File: src/rtl/mbinit_pkg.sv
// Shared MBINIT definitions: REPAIRCLK sideband codes, TX sequencer states, result pattern.
// Pure declarations, no logic.
// No flow control here; the codes are common to the REPAIRCLK transmitter and receiver.
package mbinit_pkg;

    localparam int unsigned MSG_INIT_REQ    = 1;
    localparam int unsigned MSG_INIT_RESP   = 2;
    localparam int unsigned MSG_RESULT_REQ  = 3;
    localparam int unsigned MSG_RESULT_RESP = 4;
    localparam int unsigned MSG_DONE_REQ    = 5;
    localparam int unsigned MSG_DONE_RESP   = 6;

    localparam logic [2:0] REPAIRCLK_PASS = 3'b111;

    // Per-lane result payload as carried in result_resp.
    typedef struct packed {
        logic rtrk;
        logic rckn;
        logic rckp;
    } repairclk_res_t;

    typedef enum logic [3:0] {
        ST_IDLE,
        ST_CHECK_BUSY_INIT,
        ST_SEND_INIT_REQ,
        ST_WAIT_INIT_RESP,
        ST_SEND_PATTERN,
        ST_CHECK_BUSY_RES,
        ST_SEND_RES_REQ,
        ST_WAIT_RES_RESP,
        ST_CHECK_BUSY_DONE,
        ST_SEND_DONE_REQ,
        ST_WAIT_DONE_RESP,
        ST_TX_END,
        ST_ERROR
    } repairclk_tx_state_e;

endpackage

File: src/rtl/mbinit_timeout_cnt.sv
// Timeout counter for MBINIT wait phases; flags once TIMEOUT_CYCLES-1 counts have elapsed.
// Latency: o_expired is combinational from the count register; clear takes effect at the next edge.
// No backpressure; counts every enabled cycle and saturates at the terminal count.
module mbinit_timeout_cnt #(
    parameter int unsigned TIMEOUT_CYCLES = 8000
) (
    input  logic i_clk,
    input  logic i_rst,
    input  logic i_clear,
    input  logic i_enable,
    output logic o_expired
);

    localparam int unsigned CNT_W = (TIMEOUT_CYCLES > 1) ? $clog2(TIMEOUT_CYCLES) : 1;
    localparam logic [CNT_W-1:0] TERMINAL = CNT_W'(TIMEOUT_CYCLES - 1);

    logic [CNT_W-1:0] cnt_q;
    logic [CNT_W-1:0] cnt_d;
    logic             at_term;

    assign at_term   = (cnt_q == TERMINAL);
    assign o_expired = i_enable && at_term;

    always_comb begin
        cnt_d = cnt_q;
        if (i_clear) begin
            cnt_d = '0;
        end else if (i_enable && !at_term) begin
            cnt_d = cnt_q + 1'b1;
        end
    end

    always_ff @(posedge i_clk or posedge i_rst) begin
        if (i_rst) begin
            cnt_q <= '0;
        end else begin
            cnt_q <= cnt_d;
        end
    end

endmodule

File: src/rtl/mbinit_repairclk_tx.sv
// MBINIT.REPAIRCLK transmit sequencer: init_req, clock pattern, result_req, done_req.
// Latency: outputs registered from next state, so they change on the same edge as the state.
// Backpressure: waits in CHECK_BUSY_* while the sideband is busy; bounded wait for every response.
module mbinit_repairclk_tx
    import mbinit_pkg::*;
#(
    parameter int unsigned SB_MSG_Width   = 4,
    parameter int unsigned TIMEOUT_CYCLES = 8000
) (
    input  logic                    i_clk,
    input  logic                    i_rst,
    input  logic                    i_mbinit_repairclk_en,
    input  logic                    i_sb_busy,
    input  logic                    i_falling_edge_busy,
    input  logic [SB_MSG_Width-1:0] i_decoded_sb_msg,
    input  logic                    i_sb_valid,
    input  logic [2:0]              i_rx_logged_results,
    input  logic                    i_pattern_done,
    output logic [SB_MSG_Width-1:0] o_encoded_sb_msg,
    output logic                    o_msg_valid,
    output logic                    o_pattern_en,
    output logic [2:0]              o_logged_results,
    output logic                    o_TX_end,
    output logic                    o_error
);

    repairclk_tx_state_e state_q, state_d;

    logic [SB_MSG_Width-1:0] msg_q, msg_d;
    logic                    msg_vld_q, msg_vld_d;
    logic                    pattern_en_q, pattern_en_d;
    logic                    tx_end_q, tx_end_d;
    logic                    error_q, error_d;
    repairclk_res_t          logged_q, logged_d;

    logic rx_init_resp;
    logic rx_res_resp;
    logic rx_done_resp;
    logic tmo_timed;
    logic tmo_clear;
    logic tmo_expired;

    assign rx_init_resp = i_sb_valid && (i_decoded_sb_msg == SB_MSG_Width'(MSG_INIT_RESP));
    assign rx_res_resp  = i_sb_valid && (i_decoded_sb_msg == SB_MSG_Width'(MSG_RESULT_RESP));
    assign rx_done_resp = i_sb_valid && (i_decoded_sb_msg == SB_MSG_Width'(MSG_DONE_RESP));

    // Every state change restarts the count, so each timed state gets a full budget.
    assign tmo_timed = (state_q == ST_WAIT_INIT_RESP) || (state_q == ST_SEND_PATTERN) ||
                       (state_q == ST_WAIT_RES_RESP)  || (state_q == ST_WAIT_DONE_RESP);
    assign tmo_clear = (state_d != state_q);

    mbinit_timeout_cnt #(
        .TIMEOUT_CYCLES (TIMEOUT_CYCLES)
    ) u_timeout (
        .i_clk     (i_clk),
        .i_rst     (i_rst),
        .i_clear   (tmo_clear),
        .i_enable  (tmo_timed),
        .o_expired (tmo_expired)
    );

    always_comb begin
        state_d  = state_q;
        logged_d = logged_q;
        if (!i_mbinit_repairclk_en) begin
            state_d = ST_IDLE;
        end else begin
            case (state_q)
                ST_IDLE:            state_d = ST_CHECK_BUSY_INIT;
                ST_CHECK_BUSY_INIT: if (!i_sb_busy) state_d = ST_SEND_INIT_REQ;
                ST_SEND_INIT_REQ:   if (i_falling_edge_busy) state_d = ST_WAIT_INIT_RESP;
                ST_WAIT_INIT_RESP: begin
                    // The response takes priority over a simultaneous terminal count.
                    if (rx_init_resp)     state_d = ST_SEND_PATTERN;
                    else if (tmo_expired) state_d = ST_ERROR;
                end
                ST_SEND_PATTERN: begin
                    if (i_pattern_done)   state_d = ST_CHECK_BUSY_RES;
                    else if (tmo_expired) state_d = ST_ERROR;
                end
                ST_CHECK_BUSY_RES:  if (!i_sb_busy) state_d = ST_SEND_RES_REQ;
                ST_SEND_RES_REQ:    if (i_falling_edge_busy) state_d = ST_WAIT_RES_RESP;
                ST_WAIT_RES_RESP: begin
                    if (rx_res_resp) begin
                        logged_d = repairclk_res_t'(i_rx_logged_results);
                        state_d  = (i_rx_logged_results == REPAIRCLK_PASS) ?
                                   ST_CHECK_BUSY_DONE : ST_ERROR;
                    end else if (tmo_expired) begin
                        state_d = ST_ERROR;
                    end
                end
                ST_CHECK_BUSY_DONE: if (!i_sb_busy) state_d = ST_SEND_DONE_REQ;
                ST_SEND_DONE_REQ:   if (i_falling_edge_busy) state_d = ST_WAIT_DONE_RESP;
                ST_WAIT_DONE_RESP: begin
                    if (rx_done_resp)     state_d = ST_TX_END;
                    else if (tmo_expired) state_d = ST_ERROR;
                end
                ST_TX_END:          state_d = ST_TX_END;
                ST_ERROR:           state_d = ST_ERROR;
                default:            state_d = ST_IDLE;
            endcase
        end
        if (state_d == ST_IDLE) begin
            logged_d = '0;
        end
    end

    always_comb begin
        msg_d        = '0;
        msg_vld_d    = 1'b0;
        pattern_en_d = 1'b0;
        tx_end_d     = 1'b0;
        error_d      = 1'b0;
        case (state_d)
            ST_SEND_INIT_REQ: begin
                msg_d     = SB_MSG_Width'(MSG_INIT_REQ);
                msg_vld_d = 1'b1;
            end
            ST_SEND_RES_REQ: begin
                msg_d     = SB_MSG_Width'(MSG_RESULT_REQ);
                msg_vld_d = 1'b1;
            end
            ST_SEND_DONE_REQ: begin
                msg_d     = SB_MSG_Width'(MSG_DONE_REQ);
                msg_vld_d = 1'b1;
            end
            ST_SEND_PATTERN: pattern_en_d = 1'b1;
            ST_TX_END:       tx_end_d     = 1'b1;
            ST_ERROR:        error_d      = 1'b1;
            default:         ;
        endcase
    end

    always_ff @(posedge i_clk or posedge i_rst) begin
        if (i_rst) begin
            state_q      <= ST_IDLE;
            msg_q        <= '0;
            msg_vld_q    <= 1'b0;
            pattern_en_q <= 1'b0;
            tx_end_q     <= 1'b0;
            error_q      <= 1'b0;
            logged_q     <= '0;
        end else begin
            state_q      <= state_d;
            msg_q        <= msg_d;
            msg_vld_q    <= msg_vld_d;
            pattern_en_q <= pattern_en_d;
            tx_end_q     <= tx_end_d;
            error_q      <= error_d;
            logged_q     <= logged_d;
        end
    end

    assign o_encoded_sb_msg = msg_q;
    assign o_msg_valid      = msg_vld_q;
    assign o_pattern_en     = pattern_en_q;
    assign o_TX_end         = tx_end_q;
    assign o_error          = error_q;
    assign o_logged_results = logged_q;

endmodule

File: config.mk
export PLATFORM = sky130hd
export DESIGN_NAME = mbinit_repairclk_tx
export DESIGN_NICKNAME = d
export VERILOG_FILES = /design/src/rtl/mbinit_pkg.sv /design/src/rtl/mbinit_timeout_cnt.sv /design/src/rtl/mbinit_repairclk_tx.sv
export SDC_FILE = /design/constraint.sdc
export NUM_CORES = 1
export LEC_CHECK = 0
export BUFFER_PORTS_ARGS = -buffer_cell sky130_fd_sc_hd__buf_2
export CELL_PAD_IN_SITES_DETAIL_PLACEMENT = 1
export CELL_PAD_IN_SITES_GLOBAL_PLACEMENT = 1
export CORE_MARGIN = 1.5
export CORE_UTILIZATION = 41
export CTS_BUF_LIST = sky130_fd_sc_hd__clkbuf_4 sky130_fd_sc_hd__clkbuf_8
export DETAILED_ROUTE_END_ITERATION = 10
export GPL_TIMING_DRIVEN = 0
export PLACE_DENSITY_LB_ADDON = 0.3
export RECOVER_POWER = 100
export SLEW_MARGIN = 20
export SYNTH_ARGS = -nofsm -noshare
export SYNTH_HDL_FRONTEND = slang
export SYNTH_HIERARCHICAL = 1
export SYNTH_SLANG_ARGS = --single-unit
File: constraint.sdc
create_clock -name i_clk -period 2.92 [get_ports i_clk]
set_clock_uncertainty 0.05 [all_clocks]
set_input_delay 0.438 -clock i_clk [delete_from_list [all_inputs] [get_ports i_clk]]
set_output_delay 0.438 -clock i_clk [all_outputs]
set_load 0.02 [all_outputs]
==> impl_metrics.tcl, run 1 <==
set metrics [dict create \
    finalHoldViolCount 0 \
    synthCells 190 \
    overflow 0 \
    wire_length_of_the_first_global_routing_pass_mm 8.36 \
    firstDrtPassIters 4 \
    detail_route.iter0.violations 93 \
    place_inst 263 \
    synth_top_cell_area_share_pct 36.9 \
    yosys-top-cells-count "sky130_fd_sc_hd__dfrtp_1, sky130_fd_sc_hd__nor2_1, sky130_fd_sc_hd__nand3_1, sky130_fd_sc_hd__nor3_1" \
    flow.area_growth_from_synthesis_pct 18.7 \
    power.density_nw_per_um2 470 \
    max-cap-violations 0 \
    outcome "finished clean" \
    route.met3.wl_um 215 \
    route.top_layer_used "met4" \
    yosysWarnings 6 \
    fp.coreArea_um2 4060 \
    ff2ff_path_depth 12 \
    worst_hold_check_path_type "in -> async" \
    syn-cell-area_um2 1770 \
    insertion_delay_ps 270 \
    largest_net_degree_at_the_start_of_global_routing 16 \
    remaining_design_rule_violation_count 0 \
    antenna_cells_inserted 0 \
    sequentialPowerShare_pct 38.8 \
    synth_cell_type_count 62 \
    combinationalPowerShare_pct 30.8 \
    drt.antenna.violating_nets 0 \
    layout_worst_path_cycle_share_pct 97.0 \
    cts_max_path_buffers 2 \
    power.ir.vdd_worst_mv 0.308 \
    power_leakage_nw 0.941 \
    post_synth_mux_area_share_pct 3.47 \
    yosys.cell_count.top_type "sky130_fd_sc_hd__dfrtp_1" \
    grt.total_usage_pct 24.1 \
    synth_nets 205 \
    detailedPlacementHpwl_mm 3.57 \
    met2WireLength_mm 2.64 \
    placedInstanceArea_um2 1950 \
    p_clk_share_pct 30.4 \
    internal_power_mw 0.680 \
    data_required_critical_path_ps 3040 \
    power_switching_share_pct 31.0 \
    worst_slew_pin_slew_ps 985 \
    slew_viol_final 0 \
    layout-drive-gt1-share_pct 28.2 \
    max_slew_margin_pct 33.6 \
    vias_per_cell 6.07 \
    critPathCaptureType "register" \
    yosys-top-cells-area "sky130_fd_sc_hd__dfrtp_1, sky130_fd_sc_hd__nor2_1, sky130_fd_sc_hd__clkbuf_8" \
    clock_tree.htree_level_count 1 \
    yosys_most_used_dff "sky130_fd_sc_hd__dfrtp_1" \
    die_area_um2 4710 \
    synth.avg_cell_area_um2 9.29 \
    path_max_fanout 10 \
    yosys.area_share.adder_pct 0.709 \
    fillCellCount 479 \
    wl_mm 5.26 \
    grt_antenna_before_repair 0 \
    final.min_clock_period_ps 2830 \
    gpl.final_weighted_congestion 0.933 \
    cts-root-buf "sky130_fd_sc_hd__clkbuf_8" \
    detailroute.via_count 1639 \
    synthArstFlopShare_pct 100 \
    critical_path.startpoint_type "register" \
    worstSetupPathType "reg -> reg" \
    synth_simple_gate_area_share_pct 32.0 \
    report.power.total_mw 0.985 \
    cp_data_arrival_time_ps 2950 \
    buffer_ports.inserted 23 \
    io-pin-count 25 \
    synth_edf_count 0 \
    final-instance-count-excl-fill 270 \
    nets 236 \
    fmax_mhz 353 \
    die_height_um 68.6 \
    start_util_pct 43.5 \
    dominant_combinational_cell_family_by_area_after_synthesis "simple AND/OR/NAND/NOR gates" \
    cts_num_sinks 26 \
    grt_pass1_vias 1663 \
    postSynthRegisterBits 26 \
    tritoncts.num_buffers 3 \
    met1Wirelength_mm 2.31 \
    wire_per_inst_um 19.5 \
    cts.clk_slew.worst_paths_ps 90 \
    synth-xor-area-share_pct 3.47 \
    netlist.top_cell.by_area "sky130_fd_sc_hd__dfrtp_1" \
    final_cell_area_um2 2100 \
    die_width_um 68.6 \
    cts_tree "built" \
    seq_area_frac_synth_pct 36.9 \
    setup_viol 0 \
    num_rows 23 \
    synth-compound-area-share_pct 15.6 \
    switching_power_mw 0.305 \
]
[cell type report]
type | instances | area [um2] | area share (%)
timing repair buffer | 26 | 124 | 5.91
inverter | 9 | 33.8 | 1.61
sequential | 26 | 651 | 31.0
multi-input combinational | 144 | 1040 | 49.5
buffer | 11 | 116 | 5.55
clock buffer | 3 | 41.3 | 1.97
tap | 50 | 62.6 | 2.99
clock inverter | 1 | 30.0 | 1.43
[worst paths after layout]
check / startpoint / to / slack [ps]
worst max-delay path: state_q[0]$_DFF_PP0_ / u_timeout/cnt_q[3]$_DFFE_PP0P_ / 90
worst min-delay path: i_rst / o_error$_DFF_PP0_ / 130
worst max register to register: state_q[0]$_DFF_PP0_ / u_timeout/cnt_q[3]$_DFFE_PP0P_ / 90
worst min register to register: o_logged_results[2]$_DFFE_PP0P_ / o_logged_results[2]$_DFFE_PP0P_ / 490
max in group asynchronous: i_rst / u_timeout/cnt_q[2]$_DFFE_PP0P_ / 2330
min in group i_clk: i_rx_logged_results[2] / o_logged_results[2]$_DFFE_PP0P_ / 400
[power by group through the flow]
stage,Combinational (mW),Clock (mW),Sequential [mW]
floorplan,0.191,0,0.386
global placement,0.245,0,0.388
detailed placement,0.255,0,0.388
CTS,0.281,0.302,0.381
global route,0.323,0.318,0.384
finish,0.304,0.299,0.382
[timing repair]
item | CTS | global route
resized for setup | 10 | 7
hold buffers | 0 | 0
setup buffers | 2 | 1
pin swaps | 3 | 3
endpoints found under the hold margin | 0 | 0
setup endpoints to repair | 21 | 15
[state kept, by name, indices dropped and copies added, names as in the netlist]
signal	cells
u_timeout/cnt_q	13
state_q	4
o_encoded_sb_msg	3
o_logged_results	3
o_TX_end	1
o_error	1
o_pattern_en	1
[per-layer routing]
layer	global-route usage, %	up-vias
li1	-	754
met1	31.9	825
met2	40.5	50
met3	3.25	10
met4	7.75	0
met5	0	-
[cells by family (layout without fill, tap and decap cells)]
family | after synthesis | after routing
xor+xnor | 7 | 7
compound gates | 39 | 39
buf+inv | 20 | 50
other cells | 1 | 1
fa+ha+maj | 1 | 1
flops | 26 | 26
simple gates | 90 | 90
mux | 6 | 6
[critical path, cell delays in order, from the launching register on]
cell and delay, ps:
sky130_fd_sc_hd__dfrtp_1 430, sky130_fd_sc_hd__buf_6 170, sky130_fd_sc_hd__nand2b_2 220, sky130_fd_sc_hd__o22ai_4 190, sky130_fd_sc_hd__and4_4 260, sky130_fd_sc_hd__nand3_2 110
sky130_fd_sc_hd__nor3_4 230, sky130_fd_sc_hd__a31oi_1 90, sky130_fd_sc_hd__a2111oi_2 420, sky130_fd_sc_hd__nor3_2 110, sky130_fd_sc_hd__nand3_2 150, sky130_fd_sc_hd__nor2b_1 60
sky130_fd_sc_hd__mux2_2 250
[placed cells by master, fill, tap and decap left out, drive strengths merged, types with 3 or more instances in the layout]
cell type	Yosys	routed
nand4	5	5
clkbuf	6	20
dfrtp	26	26
nor4	4	4
mux2i	5	5
buf	5	20
nor3b	4	4
nor2	21	21
or3b	3	3
o21ai	8	8
nand2	6	6
or2	3	3
nand3	11	11
o31ai	3	3
a31oi	6	6
and4	4	4
inv	9	9
nor3	12	12
a21oi	10	10
xnor2	5	5
[stage by stage]
step / setup slack [ps] / utilization [%] / hold WS, ps / setup TNS, ps
2_1_floorplan: 86.8 / - / 265 / 0
3_3_place_gp: -472 / 48.0 / 428 / -6300
3_5_place_dp: -595 / 48.0 / 451 / -8660
4_1_cts: 26.4 / 51.2 / 148 / 0
5_1_grt: -0.653 / 51.6 / 153 / -0.653
6_report: 88.4 / 51.6 / 131 / 0
Note: power is estimated with default switching activity, not from simulation.
==> inputs of run 2 (changes only) <==
--- a/config.mk
+++ b/config.mk
@@ -12,7 +12,6 @@
 export CORE_UTILIZATION = 41
 export CTS_BUF_LIST = sky130_fd_sc_hd__clkbuf_4 sky130_fd_sc_hd__clkbuf_8
 export DETAILED_ROUTE_END_ITERATION = 10
-export GPL_TIMING_DRIVEN = 0
 export PLACE_DENSITY_LB_ADDON = 0.3
 export RECOVER_POWER = 100
 export SLEW_MARGIN = 20
==> run 2 against run 1 <==
  * Sequential share of layout area grew 1.8 points
  * Sequential cell count unchanged
  * Setup slack got worse by 2.1 ps
  * Maximum frequency about the same
  * Sequential power increased by 2%
  * Largest cell class unchanged
==> impl_metrics.tcl, run 2 (synthesis gave the netlist of run 1 again) <==
set metrics [dict create \
    final-instance-count-excl-fill 265 \
    data_required_critical_path_ps 3040 \
    setup_ws_ps 86.3 \
    holdWs_ps 126 \
    wire_per_inst_um 19.6 \
    finalHoldViolCount 0 \
    wl_mm 5.19 \
    largest_register "u_timeout/cnt_q" \
    final.min_clock_period_ps 2830 \
    start_util_pct 43.5 \
    gpl.final_weighted_congestion 0.861 \
    power.ir.vdd_worst_mv 0.333 \
    grt_antenna_before_repair 0 \
    critical_path.startpoint_type "register" \
    final_cell_area_um2 1990 \
    insertion_delay_ps 280 \
    max_ffs_per_register 13 \
    worst_slew_pin_slew_ps 713 \
    placedInstanceArea_um2 1910 \
    detailedPlacementHpwl_mm 3.76 \
    max-cap-violations 0 \
    drt.antenna.violating_nets 0 \
    die_width_um 68.6 \
    detailroute.via_count 1585 \
    fp.coreArea_um2 4060 \
    power.density_nw_per_um2 478 \
    cp_data_arrival_time_ps 2950 \
    layout_worst_path_cycle_share_pct 97.0 \
    critPathCaptureType "register" \
    multi_input_comb_area_um2 996 \
    layout.cells.most_common_list "sky130_fd_sc_hd__dfrtp_1, sky130_fd_sc_hd__nor2_1, sky130_fd_sc_hd__buf_2" \
    cts_num_sinks 26 \
    grt.total_usage_pct 23.8 \
    firstDrtPassIters 4 \
    pre_cts_slack_ps 125 \
    clock_tree.htree_level_count 1 \
    largest_net_degree_at_the_start_of_global_routing 20 \
    cts_tree "built" \
    flow.area_growth_from_synthesis_pct 12.5 \
    wire_length_of_the_first_global_routing_pass_mm 8.25 \
    remaining_design_rule_violation_count 0 \
    place_inst 260 \
    detail_route.iter0.violations 104 \
    fmax_mhz 353 \
    final_core_utilization_pct 48.9 \
    num_rows 23 \
    tritoncts.num_buffers 3 \
    grt_pass1_vias 1640 \
    slew_viol_final 0 \
    setup_viol 0 \
    max_slew_margin_pct 52.1 \
    outcome "finished clean" \
    nets 231 \
    power_leakage_nw 0.890 \
    layout-drive-gt1-share_pct 23.3 \
    cts_max_path_buffers 2 \
    worst_hold_check_path_type "in -> async" \
    io-pin-count 25 \
    cts.clk_slew.worst_paths_ps 100 \
    die_height_um 68.6 \
    overflow 0 \
    mostFrequentLayoutCell "sky130_fd_sc_hd__dfrtp_1" \
    register_area_um2 653 \
    reg.largest.list "u_timeout/cnt_q x13, state_q x4" \
    cts-root-buf "sky130_fd_sc_hd__clkbuf_8" \
    die_area_um2 4710 \
    worstSetupPathType "reg -> reg" \
    path_max_fanout 11 \
    antenna_cells_inserted 0 \
    vias_per_cell 5.98 \
    fillCellCount 485 \
    buffer_ports.inserted 23 \
]
run 2: final cells by class:
type,count,share of cell area (%)
Sequential cell,26,32.9
Timing Repair Buffer,32,8.51
Clock buffer,3,2.08
Inverter,9,1.70
Clock inverter,1,1.51
Multi-Input combinational cell,144,50.2
Tap cell,50,3.15
run 2: what timing repair did:
item,in CTS,in global routing
hold buffers,0,0
resized for setup,0,4
endpoints found under the setup margin,0,12
setup buffers,0,1
run 2: final timing paths:
path                       cells past startpoint                             from  slack, ps                               to
min in group i_clk                             3           i_rx_logged_results[1]        370  o_logged_results[1]$_DFFE_PP0P_
setup reg to reg                              12             state_q[0]$_DFF_PP0_         90  u_timeout/cnt_q[12]$_DFFE_PP0P_
setup / recovery                              12             state_q[0]$_DFF_PP0_         90  u_timeout/cnt_q[12]$_DFFE_PP0P_
max in group asynchronous                      2                            i_rst       2310             state_q[0]$_DFF_PP0_
hold reg to reg                                2  o_logged_results[0]$_DFFE_PP0P_        490  o_logged_results[0]$_DFFE_PP0P_
hold / removal                                 2                            i_rst        130                o_error$_DFF_PP0_
run 2: per-stage QoR:
stage | setup TNS [ps] | power (mW)
3_5_place_dp | 0 | 0.641
3_3_place_gp | 0 | 0.627
4_1_cts | 0 | 0.947
6_report | 0 | 0.949
2_1_floorplan | 0 | 0.577
5_1_grt | -648 | 0.982
run 2: layer usage:
metal / vias to the layer above / GRT usage (%) / routed length (um)
li1: 745 / - / -
met1: 796 / 30.6 / 2330
met2: 37 / 41.7 / 2600
met3: 7 / 2.11 / 180
met4: 0 / 8.25 / 78
met5: - / 0 / 0
run 2: critical path, cell delays in order (launching register included):
cell	delay [ps]
sky130_fd_sc_hd__dfrtp_2	480
sky130_fd_sc_hd__nor2_1	170
sky130_fd_sc_hd__a21boi_0	100
sky130_fd_sc_hd__o22ai_1	180
sky130_fd_sc_hd__and4_1	270
sky130_fd_sc_hd__nand3_2	130
sky130_fd_sc_hd__nor3_4	250
sky130_fd_sc_hd__a31oi_1	90
sky130_fd_sc_hd__a2111oi_2	410
sky130_fd_sc_hd__nor3_1	110
sky130_fd_sc_hd__nand3_1	160
sky130_fd_sc_hd__buf_4	220
sky130_fd_sc_hd__nor2_1	90
run 2: where the power goes:
part / internal [mW] / switching [mW]
Combinational: 0.0980 / 0.155
Clock: 0.184 / 0.123
Sequential: 0.371 / 0.0186
==> inputs of run 3 (changes only) <==
--- a/config.mk
+++ b/config.mk
@@ -8,6 +8,7 @@
 export BUFFER_PORTS_ARGS = -buffer_cell sky130_fd_sc_hd__buf_2
 export CELL_PAD_IN_SITES_DETAIL_PLACEMENT = 1
 export CELL_PAD_IN_SITES_GLOBAL_PLACEMENT = 1
+export CORE_ASPECT_RATIO = 0.7
 export CORE_MARGIN = 1.5
 export CORE_UTILIZATION = 41
 export CTS_BUF_LIST = sky130_fd_sc_hd__clkbuf_4 sky130_fd_sc_hd__clkbuf_8
==> run 3 against run 2 <==
  * Sequential power down 1%
  * Critical endpoint is now u_timeout/cnt_q[3]$_DFFE_PP0P_
  * Clock power down 25%
  * Die area up 0.13%
  * Worst hold slack better by 9.9 ps
  * Final cell count up 1.1%
  * Sequential share of layout area about the same
  * Sequential cell count unchanged
  * Highest routed layer unchanged
  * Via count down 1.2%
==> impl_metrics.tcl, run 3 (synthesis gave the netlist of run 1 again) <==
set metrics [dict create \
    outcome "finished clean" \
    path_cells "nor2_2 -> a21boi_0 -> o22ai_1 -> and4_1 -> nand3_2 -> nor3_4 -> a31oi_1 -> a2111oi_2 -> nor3_1 -> nand3_1 -> nor2b_1 -> mux2_2" \
    hold_buffers 0 \
    max-cap-violations 0 \
    power.density_nw_per_um2 434 \
    nets 232 \
    grt_pass1_vias 1632 \
    vias_per_cell 5.84 \
    cts.clk_slew.worst_paths_ps 90 \
    power_leakage_nw 0.895 \
    finalHoldViolCount 0 \
    switching_power_mw 0.274 \
    wire_per_inst_um 17.5 \
    tritoncts.num_buffers 3 \
    overflow 0 \
    detailedPlacementHpwl_mm 3.51 \
    final.min_clock_period_ps 2920 \
    drt.antenna.violating_nets 0 \
    critPathCaptureType "register" \
    power.ir.vdd_worst_mv 0.212 \
    num_rows 19 \
    internal_power_mw 0.586 \
    detail_route.iter0.violations 90 \
    die_area_um2 4710 \
    gpl.final_weighted_congestion 1.00 \
    flow.area_growth_from_synthesis_pct 12.2 \
    firstDrtPassIters 4 \
    fp.coreArea_um2 4020 \
    worst_hold_check_path_type "in -> async" \
    path_max_fanout 5 \
    cts_tree "built" \
    buffer_ports.inserted 23 \
    layout_worst_path_cycle_share_pct 100 \
    die_width_um 81.4 \
    worstSetupPathType "reg -> reg" \
    critical-path-top-delay-family "simple AND/OR/NAND/NOR gates" \
    slew_viol_final 0 \
    wire_length_of_the_first_global_routing_pass_mm 7.96 \
    insertion_delay_ps 270 \
    remaining_design_rule_violation_count 0 \
    fmax_mhz 342 \
    cts_num_sinks 26 \
    sequentialPowerShare_pct 44.6 \
    worst_slew_pin_slew_ps 1120 \
    place_inst 261 \
    power_switching_share_pct 31.9 \
    mostFrequentLayoutCell "sky130_fd_sc_hd__dfrtp_1" \
    worstPathBufferInverterCount 0 \
    setup_viol 0 \
    cts_max_path_buffers 2 \
    final_core_utilization_pct 49.3 \
    reg.largest.list "u_timeout/cnt_q x13, state_q x4" \
    layout-drive-gt1-share_pct 23.6 \
    wl_mm 4.68 \
    grt_antenna_before_repair 0 \
    largest_net_degree_at_the_start_of_global_routing 20 \
    grt.total_usage_pct 21.9 \
    detailroute.via_count 1566 \
    antenna_cells_inserted 0 \
    final-instance-count-excl-fill 268 \
    cp_data_arrival_time_ps 3030 \
    die_height_um 57.9 \
    io-pin-count 25 \
    data_required_critical_path_ps 3030 \
    max_slew_margin_pct 24.3 \
    start_util_pct 43.9 \
    report.power.total_mw 0.860 \
    largest_register "u_timeout/cnt_q" \
    max_stage_delay_ps 460 \
    max_ffs_per_register 13 \
    p_clk_share_pct 26.8 \
    cts-root-buf "sky130_fd_sc_hd__clkbuf_8" \
    combinationalPowerShare_pct 28.6 \
    layout.cells.most_common_list "sky130_fd_sc_hd__dfrtp_1, sky130_fd_sc_hd__nor2_1, sky130_fd_sc_hd__buf_2" \
    clock_tree.htree_level_count 1 \
    critical_path.startpoint_type "register" \
    crit_slowest_cell "sky130_fd_sc_hd__dfrtp_1" \
]
[run 3: metal layers]
layer / share of wire (%) / track usage (%)
met5: 0 / 0
met4: 0.19 / 3.20
met3: 5.1 / 4.41
met2: 47 / 34.4
met1: 48 / 32.0
[run 3: final cells by class]
type / instances / area [um2]
multi-input combinational: 144 / 998
tap: 52 / 65.1
fill: 492 / 2040
clock buffer: 4 / 55.1
inverter: 9 / 33.8
sequential: 26 / 651
timing repair buffer: 33 / 178
[run 3: final timing paths]
check,startpoint,slack (ps),depth (start not counted),endpoint
max,state_q[1]$_DFF_PP0_,0.2,12,u_timeout/cnt_q[3]$_DFFE_PP0P_
min in group i_clk,i_rx_logged_results[0],360,3,o_logged_results[0]$_DFFE_PP0P_
max reg2reg,state_q[1]$_DFF_PP0_,0.2,12,u_timeout/cnt_q[3]$_DFFE_PP0P_
max in group asynchronous,i_rst,2310,2,o_pattern_en$_DFF_PP0_
min reg2reg,o_logged_results[0]$_DFFE_PP0P_,490,2,o_logged_results[0]$_DFFE_PP0P_
min,i_rst,140,2,u_timeout/cnt_q[0]$_DFFE_PP0P_
[run 3: power by group through the flow]
stage	combinational [mW]	sequential, mW	clock [mW]
6_report	0.246	0.384	0.231
5_1_grt	0.270	0.385	0.256
4_1_cts	0.242	0.383	0.240
3_5_place_dp	0.241	0.390	0
3_3_place_gp	0.233	0.389	0
2_1_floorplan	0.191	0.386	0
[run 3: stage by stage]
| stage | setup TNS, ps | hold slack [ps] | worst slack (ps) | area [um2] |
|---|---|---|---|---|
| after floorplan | 0 | 265 | 86.8 | 1770 |
| after global placement | 0 | 442 | 260 | 1900 |
| after detailed placement | 0 | 445 | 113 | 1900 |
| after CTS | 0 | 146 | 75.7 | 1960 |
| after global routing | -1570 | 157 | -158 | 1980 |
| final | 0 | 136 | 0.195 | 1980 |
[run 3: timing repair]
item                                    4_1_cts  5_1_grt
resized for setup                             0        3
setup buffers                                 0        3
endpoints found under the setup margin        0       13
